**config.mk**
```make
export PLATFORM = sky130hd
export DESIGN_NAME = uart_rx_fifo
export DESIGN_NICKNAME = d
export VERILOG_FILES = /design/src/rtl/uart_pkg.sv /design/src/rtl/pulse_sync.sv /design/src/rtl/uart_rx_fifo.sv
export SDC_FILE = /design/constraint.sdc
export NUM_CORES = 1
export LEC_CHECK = 0
export CELL_PAD_IN_SITES_DETAIL_PLACEMENT = 0
export CELL_PAD_IN_SITES_GLOBAL_PLACEMENT = 1
export CORE_AREA = 2 2 109 111
export CTS_BUF_LIST = sky130_fd_sc_hd__clkbuf_4 sky130_fd_sc_hd__clkbuf_8
export CTS_CLUSTER_SIZE = 14
export DETAILED_ROUTE_END_ITERATION = 8
export DIE_AREA = 0 0 111 113
export PLACE_DENSITY_LB_ADDON = 0.1
export SYNTH_ARGS = -nofsm -noshare
export SYNTH_HDL_FRONTEND = slang
export SYNTH_SLANG_ARGS = --single-unit
```
**constraint.sdc**
```tcl
create_clock -name clk -period 3.35 [get_ports clk]
set_clock_uncertainty 0.15 [all_clocks]
set_input_delay 0.5025 -clock clk [delete_from_list [all_inputs] [get_ports clk]]
set_output_delay 0.5025 -clock clk [all_outputs]
set_load 0.03 [all_outputs]
```
**src/rtl/uart_pkg.sv**
```systemverilog
// Shared UART definitions used by the RX/TX blocks and their buffers.
package uart_pkg;

  localparam int FRAME_SIZE = 8;

  typedef logic [FRAME_SIZE-1:0] uart_frame_t;

endpackage

```
**src/rtl/pulse_sync.sv**
```systemverilog
// Brings an asynchronous level/pulse into clk and emits a one-cycle strobe per rising edge.
module pulse_sync #(
  parameter int SYNC_STAGES = 2
) (
  input  logic clk,
  input  logic rst_n,
  input  logic async_pulse,
  output logic push
);

  logic [SYNC_STAGES-1:0] sync_reg;
  logic [SYNC_STAGES-1:0] prime_reg;
  logic                   history_reg;
  logic                   push_reg;
  logic                   sync_out;
  logic                   primed;

  assign sync_out = sync_reg[SYNC_STAGES-1];
  assign primed   = prime_reg[SYNC_STAGES-1];
  assign push     = push_reg;

  // History is pinned high until the chain has flushed its reset zeros, so a
  // pulse already high at reset release never looks like a fresh rising edge.
  always_ff @(posedge clk) begin
    if (!rst_n) begin
      sync_reg    <= '0;
      prime_reg   <= '0;
      history_reg <= 1'b1;
      push_reg    <= 1'b0;
    end else begin
      sync_reg    <= {sync_reg[SYNC_STAGES-2:0], async_pulse};
      prime_reg   <= {prime_reg[SYNC_STAGES-2:0], 1'b1};
      history_reg <= primed ? sync_out : 1'b1;
      push_reg    <= sync_out & ~history_reg;
    end
  end

endmodule

```
**src/rtl/uart_rx_fifo.sv**
```systemverilog
// FWFT receive FIFO behind the UART RX block, with sticky overflow flag.
// Define UART_RX_FIFO_DROP_COUNT_EN to add a saturating 16-bit drop_count output.
module uart_rx_fifo #(
  parameter int FRAME_SIZE  = uart_pkg::FRAME_SIZE,
  parameter int DEPTH       = 16,
  parameter int SYNC_STAGES = 2
) (
  input  logic                       clk,
  input  logic                       rst_n,
  input  logic [FRAME_SIZE-1:0]      rx_data,
  input  logic                       rx_complete,
  output logic [FRAME_SIZE-1:0]      rd_data,
  output logic                       rd_valid,
  input  logic                       rd_ready,
  output logic [$clog2(DEPTH):0]     count,
  output logic                       full,
  output logic                       overflow,
`ifdef UART_RX_FIFO_DROP_COUNT_EN
  output logic [15:0]                drop_count,
`endif
  input  logic                       overflow_clr
);

  localparam int AW = $clog2(DEPTH);
  localparam int CW = AW + 1;

  logic [FRAME_SIZE-1:0] mem [DEPTH];
  logic [AW-1:0]         wr_ptr_reg;
  logic [AW-1:0]         rd_ptr_reg;
  logic [CW-1:0]         count_reg;
  logic                  overflow_reg;
  logic                  push;
  logic                  pop;
  logic                  accept;
  logic                  drop;

  pulse_sync #(
    .SYNC_STAGES(SYNC_STAGES)
  ) u_pulse_sync (
    .clk         (clk),
    .rst_n       (rst_n),
    .async_pulse (rx_complete),
    .push        (push)
  );

  assign full     = (count_reg == CW'(DEPTH));
  assign rd_valid = (count_reg != '0);
  assign count    = count_reg;
  assign overflow = overflow_reg;
  assign rd_data  = rd_valid ? mem[rd_ptr_reg] : '0;

  // A pop in the same cycle frees the slot, so a push into a full FIFO survives.
  assign pop    = rd_valid & rd_ready;
  assign accept = push & (~full | pop);
  assign drop   = push & full & ~pop;

  always_ff @(posedge clk) begin
    if (accept) begin
      mem[wr_ptr_reg] <= rx_data;
    end
  end

  always_ff @(posedge clk) begin
    if (!rst_n) begin
      wr_ptr_reg   <= '0;
      rd_ptr_reg   <= '0;
      count_reg    <= '0;
      overflow_reg <= 1'b0;
    end else begin
      if (accept) wr_ptr_reg <= wr_ptr_reg + 1'b1;
      if (pop)    rd_ptr_reg <= rd_ptr_reg + 1'b1;
      case ({accept, pop})
        2'b10:   count_reg <= count_reg + 1'b1;
        2'b01:   count_reg <= count_reg - 1'b1;
        default: count_reg <= count_reg;
      endcase
      if (drop) begin
        overflow_reg <= 1'b1;
      end else if (overflow_clr) begin
        overflow_reg <= 1'b0;
      end
    end
  end

`ifdef UART_RX_FIFO_DROP_COUNT_EN
  logic [15:0] drop_count_reg;

  assign drop_count = drop_count_reg;

  always_ff @(posedge clk) begin
    if (!rst_n) begin
      drop_count_reg <= '0;
    end else if (overflow_clr) begin
      drop_count_reg <= drop ? 16'd1 : 16'd0;
    end else if (drop && (drop_count_reg != 16'hFFFF)) begin
      drop_count_reg <= drop_count_reg + 16'd1;
    end
  end
`endif

endmodule

```
==> run metrics, run 1 <==
area leader, netlist=edfxtp_1; area overhead of the layout relative to synthesis=16.3%; worst-margin pin slew=0.725 ns; hold_sp=u_pulse_sync.history_reg; largest family of logic cells by synthesized area=multiplexers; CP Data Required Time=2.70 ns; Setup TNS=0 ns; sequential element share of the synthesized area=71.6%; ANT cells=0; GPL Wtd Cong=0.756; clock slew at reported path FFs=0.08 ns; Crit Reg-Reg Startpoint=count[1]; Max Buffers Root-to-Sink=2; initial core utilization=53.6%; Die H=113 um; post-synthesis cell count=332; Fillers=817; Async SR Flop Fraction=0%; max FFs per register=128; Final ANT Viol Nets=0; Hold Path End=u_pulse_sync.push; RSZ-0062 raised after global routing=false; simple-gate share of the synthesized area=5.34%; die area=12500 um2; post-synthesis mux area share=15.2%; FF-to-FF path depth=8; met3 usage=4.45%; Yosys reg bits=152; Vias/cell=5.76; syn_area_per_cell=18.2 um2; max cap viols=0; Clock Tree Root=clkbuf_8; # rows=39; final wirelength=11.1 mm; clk sinks=152; worst hold path depth=1; crit path launch type=register; Netlist cell types=39; vias in the first global route=3245; Core Area=11300 um2; relative slew slack=51.5%; reg-to-reg endpoint=count[4]; Post-Synth Adder-Cell Area=1.45%; Main synth FF type=edfxtp_1; critical-path maximum fanout=11; Synth area leaders=edfxtp_1 64%, mux4_2 12%, dfxtp_1 8.0%; total CTS buffers=17; Final #Nets=401; crit path from=count[1]; CTS tree=built; Die Wd=111 um; DRC Markers=0; met1 Usage GRT=25.2%; crit end category=output pin; pin count of the biggest net entering global routing=33; crit path DAT=2.46 ns; # setup viols final=0; WS Path Type=register to output pin; CP Cell Sequence=or4_4 > nand2b_1 > nand2_2 > o22ai_1 > dlygate4sd2_1; Ys Warns=0; wire length per cell=20.7 um; Max Clk Rate=321 MHz; synthesized area=6040 um2; PortBufs=28; Cell Pwr Density=703 nW/um2; met2 Use GR=32.5%; H-tree depth=4; first-pass GRT wire length=17.8 mm; First DRT Iteration DRCs=230; Leak Pwr=2.34 nW; GRT busiest layer=met2; Tcrit/Tclk final=93.0%; CP max stage cell=or4_4; setup bufs post-CTS=0; GR Util All Layers=19.4%; final slew viol count=0; Synth Area in XOR/XNOR=0.870%; worst-skew pair later-pin latency=0.42 ns; Compound-Gate Fraction of Synth Area=3.75%; crit-path leading delay family=simple AND/OR/NAND/NOR gates; Post-synth EDFFs=128; IO Count=29; share of layout cells above drive strength 1=23.4%; Worst R2R Setup Slack=0.57 ns; run status=complete, no violations; endpoints failing hold=0; post-DP HPWL=6.98 mm; drt pass-1 iters=4; top-area cell type share of the netlist area=63.6%; initial antenna violation count=0; CP bufs+invs=1; DR vias=3094; HP Class=register to register; Worst IR Drop VDD=470 uV; total congestion overflow=0; crit-path max cell delay=0.63 ns; fin area=7020 um2; DP Area=6580 um2; Final Critical Period=3.12 ns; Mapped Nets=352
-- power breakdown --
| part | switching, mW | internal [mW] | total, mW |
|---|---|---|---|
| clock network | 0.646 | 0.795 | 1.44 |
| logic | 0.723 | 0.603 | 1.33 |
| registers | 0.0739 | 2.09 | 2.17 |
| total | 1.44 | 3.49 | 4.93 |
-- final cells by class --
type	count	area (um2)	area share, %
Timing Repair Buffer	48	468	6.66
Sequential cell	152	4330	61.6
Tap cell	143	179	2.55
Clock buffer	21	277	3.94
Inverter	3	11.3	0.160
Clock inverter	11	146	2.08
Multi-Input combinational cell	159	1620	23.0
-- layout by cell type (no fill, tap or decap), types with 2 or more instances in the layout --
master	instances
a21oi_1	4
and2_1	9
buf_12	2
buf_4	17
bufinv_16	3
clkbuf_4	2
clkbuf_8	19
clkdlybuf4s50_1	20
clkinv_2	2
clkinv_4	3
dfxtp_1	23
dlygate4sd2_1	3
dlymetal6s2s_1	5
edfxtp_1	128
ha_1	7
inv_1	3
inv_4	2
mux2i_1	20
mux4_2	32
nand2_1	10
nand2b_1	5
nor2_1	17
nor2b_1	6
nor3_1	7
o211ai_1	2
o21a_1	5
o22ai_1	9
o31a_1	2
xnor2_1	5
-- metrics by stage --
step / hold slack [ns] / util [%] / setup WS [ns] / instances / total power, mW
final: 0.231 / 62.3 / 0.233 / 537 / 4.93
after floorplan: 0.217 / - / 0.563 / 332 / 3.17
after CTS: 0.238 / 62.2 / 0.00748 / 537 / 4.99
after global routing: 0.256 / 62.3 / 0.105 / 537 / 5.18
after detailed placement: 0.228 / 58.4 / 0.298 / 505 / 3.57
after global placement: 0.220 / 58.4 / 0.360 / 505 / 3.55
-- worst register-to-register path, cell delays in order (launching register included) --
cell and delay, ns:
dfxtp_1 0.40, or4_4 0.63, o21a_1 0.32, xor2_1 0.18
ha_1 0.23, or3_1 0.32, a21oi_1 0.23, a32oi_1 0.08
o22ai_1 0.18
-- cell usage after synthesis, types with 2 or more instances --
library cell / instances
buf_2: 3
o31a_1: 2
nor2_1: 17
and2_1: 9
clkbuf_1: 11
nor3_1: 7
mux2i_1: 20
xnor2_1: 5
mux4_2: 32
edfxtp_1: 128
ha_1: 7
nor2b_1: 6
buf_6: 3
dfxtp_1: 24
o21a_1: 5
nand2b_1: 6
o211ai_1: 2
o22ai_1: 9
a21oi_1: 4
nand2_1: 11
inv_1: 3
-- how the worst max path moves through the flow --
stage                 endpoint  slack (ns)  depth (start not counted)
floorplan             count[4]        0.56                         11
global placement      count[4]        0.36                          9
detailed placement    count[4]        0.30                          9
CTS                 rd_data[0]       0.007                          5
global route        rd_data[5]        0.10                          5
finish              rd_data[6]        0.23                          5
-- metal layers --
metal  share of wire (%)  vias up  routed length (um)
met2                  51       82                5670
met1                  43     1591                4790
met5                   0        -                   0
met3                 4.9        8                 549
li1                    -     1413                   -
met4                 1.2        0                 133
-- kinds of logic after synthesis --
family	after synthesis
AO/OA/AOI/OAI	31
XOR/XNOR	6
adder cells (fa/ha/maj)	7
buffers and inverters	21
flip-flops	152
multiplexers	52
AND/OR/NAND/NOR	63
-- timing repair --
action | 4_1_cts | 5_1_grt
hold buffers | 0 | 0
resized for setup | 6 | 5
setup endpoints to repair | 8 | 5
Power figures use the tool's default switching activity.
==> run 2, diff against run 1 <==
- CAP_MARGIN: default -> 0
==> results of run 2 <==
The final DEF is identical to that of run 1; final timing and power are the same.
==> run 3, diff against run 2 <==
- ABC_CLOCK_PERIOD_IN_PS: default -> 3350
==> results of run 3 <==
The final DEF is identical to that of run 1; final timing and power are the same.
